**src/rtl/vram_arbiter.sv**
```systemverilog
// -----------------------------------------------------------------------------
// vram_arbiter
// Time-slot arbiter sharing one single-port synchronous VRAM between the tile
// renderer and the CPU bus bridge. A 16-pxclk slot wheel covers one 8-px tile;
// video owns the name, pattern and colour slots while fetch_en_i is high, and
// the CPU gets every other slot.
//
// Optional feature: define VRAM_POSTED_WRITE_EN to add a one-entry posted write
// buffer. Writes are then acked the cycle after capture and drained at the
// first free CPU slot. Without the macro, writes follow the read path.
//
// Ports
//   pxclk, reset     clock, synchronous active-high reset
//   line_start_i     1-cycle pulse; the next cycle is slot 0
//   fetch_en_i       video slots reserved while high
//   vid_addr_i       renderer address for the phase on vid_phase_o
//   vid_phase_o      0 none, 1 name, 2 pattern, 3 colour (this cycle)
//   vid_rvalid_o     vid_rdata_o valid (cycle after a video slot)
//   vid_rtag_o       phase that produced vid_rdata_o
//   vid_rdata_o      VRAM read data pass-through
//   cpu_req_i        request, held until cpu_ack_o
//   cpu_we_i         1 write, 0 read
//   cpu_addr_i       CPU address
//   cpu_wdata_i      CPU write data
//   cpu_ack_o        1-cycle completion pulse
//   cpu_rdata_o      read data, valid with cpu_ack_o
//   ram_addr_o       VRAM address (holds last value in idle cycles)
//   ram_we_o         VRAM write enable
//   ram_wdata_o      VRAM write data
//   ram_rdata_i      VRAM read data, 1-cycle latency
// -----------------------------------------------------------------------------
module vram_arbiter #(
    parameter int unsigned ADDR_W    = 14,
    parameter int unsigned DATA_W    = 8,
    parameter int unsigned NAME_SLOT = 0,
    parameter int unsigned PAT_SLOT  = 4,
    parameter int unsigned COL_SLOT  = 8
) (
    input  logic              pxclk,
    input  logic              reset,
    input  logic              line_start_i,
    input  logic              fetch_en_i,
    input  logic [ADDR_W-1:0] vid_addr_i,
    output logic [1:0]        vid_phase_o,
    output logic              vid_rvalid_o,
    output logic [1:0]        vid_rtag_o,
    output logic [DATA_W-1:0] vid_rdata_o,
    input  logic              cpu_req_i,
    input  logic              cpu_we_i,
    input  logic [ADDR_W-1:0] cpu_addr_i,
    input  logic [DATA_W-1:0] cpu_wdata_i,
    output logic              cpu_ack_o,
    output logic [DATA_W-1:0] cpu_rdata_o,
    output logic [ADDR_W-1:0] ram_addr_o,
    output logic              ram_we_o,
    output logic [DATA_W-1:0] ram_wdata_o,
    input  logic [DATA_W-1:0] ram_rdata_i
);

    localparam int unsigned SLOT_W = 4;

    localparam logic [1:0] PH_NONE = 2'd0;
    localparam logic [1:0] PH_NAME = 2'd1;
    localparam logic [1:0] PH_PAT  = 2'd2;
    localparam logic [1:0] PH_COL  = 2'd3;

    typedef enum logic [1:0] {
        ST_IDLE = 2'd0,
        ST_WAIT = 2'd1,
        ST_ACK  = 2'd2
    } cpu_state_e;

    logic [SLOT_W-1:0] slot_q;
    logic [SLOT_W-1:0] slot_d;
    logic [1:0]        phase_c;
    logic              vid_slot_c;

    cpu_state_e        state_q;
    logic              rd_pend_q;
    logic              cpu_ack_q;
    logic [DATA_W-1:0] cpu_rdata_q;

    logic              vid_rvalid_q;
    logic [1:0]        vid_rtag_q;

    logic [ADDR_W-1:0] ram_addr_q;
    logic [ADDR_W-1:0] ram_addr_d;
    logic [DATA_W-1:0] ram_wdata_q;
    logic [DATA_W-1:0] ram_wdata_d;
    logic              ram_we_c;

    logic              issue_c;

    // Slot wheel: line_start wins over the increment
    always_comb begin
        slot_d = slot_q + SLOT_W'(1);
        if (line_start_i) begin
            slot_d = '0;
        end
    end

    // Video phase decode for the current slot
    always_comb begin
        phase_c = PH_NONE;
        if (fetch_en_i) begin
            if (slot_q == SLOT_W'(NAME_SLOT)) begin
                phase_c = PH_NAME;
            end else if (slot_q == SLOT_W'(PAT_SLOT)) begin
                phase_c = PH_PAT;
            end else if (slot_q == SLOT_W'(COL_SLOT)) begin
                phase_c = PH_COL;
            end
        end
    end

    assign vid_slot_c = (phase_c != PH_NONE);

`ifdef VRAM_POSTED_WRITE_EN
    logic              pb_valid_q;
    logic [ADDR_W-1:0] pb_addr_q;
    logic [DATA_W-1:0] pb_data_q;
    logic              drain_c;
    logic              capture_c;

    // A full buffer owns the next CPU slot, ahead of any new request
    assign drain_c   = pb_valid_q & ~vid_slot_c;
    // Capture needs no RAM slot; only an empty buffer at cycle start accepts
    assign capture_c = (state_q == ST_IDLE) & cpu_req_i & cpu_we_i & ~pb_valid_q;
    // Reads wait for the buffer to empty so read-after-write order holds
    assign issue_c   = (state_q == ST_IDLE) & cpu_req_i & ~cpu_we_i
                     & ~pb_valid_q & ~vid_slot_c;

    // Posted write buffer
    always_ff @(posedge pxclk) begin
        if (reset) begin
            pb_valid_q <= 1'b0;
            pb_addr_q  <= '0;
            pb_data_q  <= '0;
        end else if (capture_c) begin
            pb_valid_q <= 1'b1;
            pb_addr_q  <= cpu_addr_i;
            pb_data_q  <= cpu_wdata_i;
        end else if (drain_c) begin
            pb_valid_q <= 1'b0;
        end
    end
`else
    assign issue_c = (state_q == ST_IDLE) & cpu_req_i & ~vid_slot_c;
`endif

    // RAM port mux: video, then buffer drain, then CPU issue; else hold address
    always_comb begin
        ram_addr_d  = ram_addr_q;
        ram_wdata_d = ram_wdata_q;
        ram_we_c    = 1'b0;
        if (vid_slot_c) begin
            ram_addr_d = vid_addr_i;
`ifdef VRAM_POSTED_WRITE_EN
        end else if (drain_c) begin
            ram_addr_d  = pb_addr_q;
            ram_wdata_d = pb_data_q;
            ram_we_c    = 1'b1;
`endif
        end else if (issue_c) begin
            ram_addr_d  = cpu_addr_i;
            ram_wdata_d = cpu_wdata_i;
            ram_we_c    = cpu_we_i;
        end
    end

    // Slot counter, video return tagging and held RAM address
    always_ff @(posedge pxclk) begin
        if (reset) begin
            slot_q       <= '0;
            vid_rvalid_q <= 1'b0;
            vid_rtag_q   <= PH_NONE;
            ram_addr_q   <= '0;
            ram_wdata_q  <= '0;
        end else begin
            slot_q       <= slot_d;
            vid_rvalid_q <= vid_slot_c;
            vid_rtag_q   <= phase_c;
            ram_addr_q   <= ram_addr_d;
            ram_wdata_q  <= ram_wdata_d;
        end
    end

    // CPU transaction FSM: IDLE -> WAIT (RAM latency) -> ACK
    always_ff @(posedge pxclk) begin
        if (reset) begin
            state_q     <= ST_IDLE;
            rd_pend_q   <= 1'b0;
            cpu_ack_q   <= 1'b0;
            cpu_rdata_q <= '0;
        end else begin
            cpu_ack_q <= 1'b0;
            case (state_q)
                ST_IDLE: begin
                    if (issue_c) begin
                        state_q   <= ST_WAIT;
                        rd_pend_q <= ~cpu_we_i;
`ifdef VRAM_POSTED_WRITE_EN
                    end else if (capture_c) begin
                        state_q   <= ST_ACK;
                        cpu_ack_q <= 1'b1;
`endif
                    end
                end
                ST_WAIT: begin
                    if (rd_pend_q) begin
                        cpu_rdata_q <= ram_rdata_i;
                    end
                    state_q   <= ST_ACK;
                    cpu_ack_q <= 1'b1;
                end
                ST_ACK: begin
                    state_q <= ST_IDLE;
                end
                default: begin
                    state_q <= ST_IDLE;
                end
            endcase
        end
    end

    // Same-cycle RAM and phase outputs are held at zero while reset is asserted
    assign vid_phase_o  = reset ? PH_NONE : phase_c;
    assign ram_addr_o   = reset ? '0 : ram_addr_d;
    assign ram_wdata_o  = reset ? '0 : ram_wdata_d;
    assign ram_we_o     = ~reset & ram_we_c;

    assign vid_rvalid_o = vid_rvalid_q;
    assign vid_rtag_o   = vid_rtag_q;
    assign vid_rdata_o  = ram_rdata_i;
    assign cpu_ack_o    = cpu_ack_q;
    assign cpu_rdata_o  = cpu_rdata_q;

endmodule

```
**config.mk**
```make
export PLATFORM = sky130hd
export DESIGN_NAME = vram_arbiter
export DESIGN_NICKNAME = d
export VERILOG_FILES = /design/src/rtl/vram_arbiter.sv
export SDC_FILE = /design/constraint.sdc
export NUM_CORES = 1
export LEC_CHECK = 0
export CORE_MARGIN = 2
export CORE_UTILIZATION = 30
export DETAILED_ROUTE_END_ITERATION = 12
export SYNTH_ARGS = -nofsm -noshare
export SYNTH_HDL_FRONTEND = slang
export SYNTH_SLANG_ARGS = --single-unit
```
**constraint.sdc**
```tcl
create_clock -name pxclk -period 2.4 [get_ports pxclk]
set_input_delay 0.6 -clock pxclk [delete_from_list [all_inputs] [get_ports pxclk]]
set_output_delay 0.6 -clock pxclk [all_outputs]
set_load 0.02 [all_outputs]
```
# Word-level counts from Yosys, hierarchy flattened
# Cells that the tools add are included.
# op_classes
add_sub_neg	1
bitwise_logic	6
n_reduce_logical	6
mux	16
eq_ne	4
# op_table
op	count
14-bit 2-to-1 mux	3
8-bit 2-to-1 mux	3
2-bit 2-to-1 mux	6
4-bit by 1-bit adder with 4-bit output (second input constant)	1
4-bit by 3-bit == test with 1-bit output (second input constant)	1
4-bit == test (second input constant)	1
4-bit zero test	1
2-bit case mux with 2 select lines	1
2-bit AND reduction	2
1-bit bitwise AND	3
1-bit 2-to-1 mux	3
1-bit NOT	3
2-bit by 1-bit == test with 1-bit output (second input constant)	1
2-bit zero test	1
2-bit != test (second input constant)	1
2-bit nonzero test	1
2-bit OR reduction	1
# word_totals
ff_bits	41
out_inout_bits	45
word_cells	42
input_bits	50

# Depth between registers and ports, before layout
# depth
word_depth	11
depth_mapped	7
depth_no_buf	5

# Worst setup path before layout
# OpenSTA, ideal clock, no wires.
# synth_timing
kind	in2out
start	input cpu_req_i
end	output ram_addr_o[3]
arrival_time_ns	1.850
stages	5
n_path_buf	2
required_time_ns	1.800
slack_ns	-0.050
path_cell_list	or3b_2 -> clkbuf_1 -> buf_2 -> nand2_1 -> a311oi_1
# synth_via
elab_chain_len	5
# synth_rtl
item	line_no	source
start, declared	48	input logic cpu_req_i,
1-bit bitwise AND (2 in series)	148	assign issue_c = (state_q == ST_IDLE) & cpu_req_i & ~vid_slot_c;
14-bit 2-to-1 mux	164	end else if (issue_c) begin
14-bit 2-to-1 mux	156	if (vid_slot_c) begin
14-bit 2-to-1 mux	n/a	
end, declared	54	output logic [ADDR_W-1:0] ram_addr_o,
# Every way passes these cells.

# Worst setup path in the final report
# layout_timing
start	input fetch_en_i
end	output ram_addr_o[7]
# layout_via
elab_chain_len	7
# layout_rtl
item	line_no	source
start, declared	42	input logic fetch_en_i,
2-bit 2-to-1 mux *	105	if (fetch_en_i) begin
2-bit nonzero test *	116	assign vid_slot_c = (phase_c != PH_NONE);
1-bit NOT	148	
1-bit bitwise AND	148	
14-bit 2-to-1 mux	164	
14-bit 2-to-1 mux *	156	
14-bit 2-to-1 mux *	n/a	
# Every way passes the cells marked *; elsewhere a longest branch is shown, timed or not.

==> impl_metrics.env <==
export IMPL_critPathKind="in -> out"
export IMPL_cap_violations=0
export IMPL_avgSynthCellArea_sq_um=9.63
export IMPL_wl_mm=5.04
export IMPL_synth_warnings=0
export IMPL_r2r_cells=8
export IMPL_clkTransAtPathRegs_ps=80
export IMPL_p_seq_share_pct=44.3
export IMPL_setup_viol=0
export IMPL_setup_worst_path_start="fetch_en_i"
export IMPL_yosys_cell_types_count=30
export IMPL_critPathMaxFanout=7
export IMPL_clock_latency_ps=290
export IMPL_fp_coreArea_sq_mm=0.00592
export IMPL_rr_endpoint="ram_wdata_q[7]"
export IMPL_synth_area_top_cells="dfxtp_1 45%, mux2i_1 8.8%, a311oi_2 6.6%, nand2_1 6.0%, nand2b_1 5.5%"
export IMPL_finalSetupTns_ps=0
export IMPL_synth_top_area_share_pct=44.9
export IMPL_area_growth_pct=78.0
export IMPL_worst_setup_path_end_kind="output pin"
export IMPL_io_pins=95
export IMPL_clkSinkCount=41
export IMPL_pwr_density_cell_mw_per_mm2=507
export IMPL_synth_top_area_cell="dfxtp_1"
export IMPL_drive_above_1_share_pct=33.0
export IMPL_r2r_start="slot_q[1]"
export IMPL_final_cell_mix="66 x clkdlybuf4s50_1, 38 x dfxtp_1, 33 x buf_4"
export IMPL_postCtsHoldBufs=0
export IMPL_min_delay_start="state_q[1]"
export IMPL_die_w_um=82.1
export IMPL_vdd_drop_max_mv=0.337
export IMPL_grt_max_degree=27
export IMPL_crit_required_ps=1800
export IMPL_hold_class="reg -> reg"
export IMPL_fin_hold_ws_ps=480
export IMPL_grt_antenna_before_repair=0
export IMPL_fmax_mhz=425
export IMPL_port_buffers=94
export IMPL_dieArea_sq_mm=0.00674
export IMPL_final_nets=348
export IMPL_grt_setup_unrepaired="true"
export IMPL_wl_per_cell_um=13.6
export IMPL_outcome="completed"
export IMPL_critical_path_arrival_ps=1750
export IMPL_synthCells=190
export IMPL_dp_hpwl_mm=3.24
export IMPL_ff2ff_setup_slack_ps=910
export IMPL_p_int_mw=1.19
export IMPL_startpoint_type="input port"
export IMPL_critPathCapture="ram_addr_o[7]"
export IMPL_first_pass_iters=4
export IMPL_worst_pin_slew_ps=531
export IMPL_initial_core_util_pct=30.9
export IMPL_gr_usage_all_layers_pct=14.9
export IMPL_p_clk_share_pct=26.7
export IMPL_fin_crit_ps=2350
export IMPL_comb_power_share_pct=29.1
export IMPL_final_hold_violation_count=0
export IMPL_viasPerCell=4.60
export IMPL_rows=28
export IMPL_antennaDiodeCount=0
export IMPL_fin_skew_ps=7.17
export IMPL_instances_no_fill=372
export IMPL_netlist_area_sq_mm=0.00183
export IMPL_grt_pass1_wl_mm=7.65
export IMPL_cts_tree="yes"
export IMPL_p_leak_nw=1.31
export IMPL_p_sw_share_pct=28.2
export IMPL_yosysSeqAreaShare_pct=44.9
export IMPL_drtAntennaViolNets=0
export IMPL_syn_nets=242
export IMPL_post_route_period_util_pct=98.1
export IMPL_fillers=538
export IMPL_grt_overflow_total=0
export IMPL_slew_viol_final=0
export IMPL_placedCellCount=355
export IMPL_synth_seq_cells=41
export IMPL_numCtsBuffers=5
export IMPL_cts_root_buf="clkbuf_8"
export IMPL_vias=1712
export IMPL_drc_errors=0
export IMPL_dr_first_iter_drc_count=20
export IMPL_gp_congestion=0.717
export IMPL_layout_commonest_cell="clkdlybuf4s50_1"
export IMPL_grt_pass1_vias=1666
export IMPL_cts_max_level=2
export IMPL_p_sw_mw=0.465
export IMPL_die_h_um=82.1
export IMPL_slew_headroom_pct=64.5
export IMPL_clock_path_buffers=2
==> worst min path at each step <==
stage | end | cells after the start
floorplan | slot_q[0] | 1
global placement | ram_wdata_q[5] | 2
detailed placement | ram_addr_q[1] | 2
CTS | ram_wdata_q[5] | 2
global route | state_q[1] | 1
finish | state_q[1] | 1
==> critical path: stages <==
cell and delay [ps]:
clkdlybuf4s15_1 200, nand2_4 60, or2_4 280, clkbuf_16 180, a311oi_2 240, buf_4 190
==> sequential cells by signal, indices dropped and copies added, names as in the netlist <==
name and cells:
ram_wdata_q 8, ram_addr_q 14, cpu_rdata_o 8, state_q 2, rd_pend_q 1, vid_rtag_o 2, vid_rvalid_o 1, slot_q 4
cpu_ack_o 1
==> power by group through the flow <==
| stage | clock network, mW | registers, mW | logic (mW) |
|---|---|---|---|
| final | 0.441 | 0.732 | 0.480 |
| after global routing | 0.482 | 0.736 | 0.510 |
| after CTS | 0.460 | 0.731 | 0.445 |
| after detailed placement | 0 | 0.746 | 0.408 |
| after global placement | 0 | 0.745 | 0.408 |
| after floorplan | 0 | 0.749 | 0.197 |
==> cells in the mapped netlist <==
| cell type | n |
|---|---|
| mux2i_1 | 16 |
| o21ai_0 | 1 |
| xor2_1 | 1 |
| or2_1 | 1 |
| ha_1 | 2 |
| xnor2_1 | 1 |
| buf_1 | 1 |
| buf_12 | 1 |
| buf_4 | 9 |
| dfxtp_1 | 41 |
| nand2_1 | 29 |
| nand2b_1 | 16 |
| nand3b_1 | 1 |
| buf_6 | 3 |
| nor3b_2 | 1 |
| buf_2 | 3 |
| nor2b_1 | 1 |
| nor3_1 | 18 |
| nand3_1 | 1 |
| or3b_2 | 1 |
| o21a_1 | 1 |
| nor3_2 | 1 |
| nor3b_1 | 4 |
| a311oi_2 | 8 |
| clkbuf_1 | 6 |
| mux2_2 | 1 |
| inv_1 | 2 |
| a311oi_1 | 6 |
| nor2_1 | 12 |
| and2_4 | 1 |
==> logic make-up (layout without fill, tap and decap cells) <==
logic type               count (synthesis)  count (layout)  share of synthesized area [%]
buffers and inverters                   25             132                           9.30
multiplexers                            17              17                           9.37
AO/OA/AOI/OAI                           16              16                           10.1
flip-flops                              41              41                           44.9
XOR/XNOR                                 2               2                          0.958
adder cells (fa/ha/maj)                  2               2                           1.37
AND/OR/NAND/NOR                         87              87                           24.0
==> per-layer routing <==
layer | routed length [um] | global-route usage (%)
met1 | 2230 | 17.8
met2 | 2350 | 25.0
met3 | 420 | 5.16
met4 | 34 | 4.50
met5 | 0 | 0
==> cell type report <==
class | instances | area (sq um) | share of cell area, %
clock buffers | 6 | 72.6 | 2.23
well taps | 75 | 93.8 | 2.88
repair buffers | 122 | 1230 | 37.9
multi-input cells | 124 | 1010 | 31.1
inverters | 2 | 7.51 | 0.231
flip-flops and latches | 41 | 825 | 25.3
clock inverters | 2 | 10.0 | 0.307
==> per-stage QoR <==
stage	power [mW]	instance area, sq um	utilization (%)	worst slack, ps
after floorplan	0.946	1840	-	31.7
after global placement	1.15	2930	49.4	-784
after detailed placement	1.15	2930	49.4	-805
after CTS	1.64	3100	52.3	3.28
after global routing	1.73	3260	55.0	-16.6
final	1.65	3260	55.0	45.1
==> timing repair <==
action / in CTS / in global routing
buffers inserted: 3 / 3
pin swaps: 14 / 9
endpoints found under the setup margin: 25 / 22
gates cloned: 2 / 1
gates resized for setup: 153 / 27
Power figures use the tool's default switching activity.
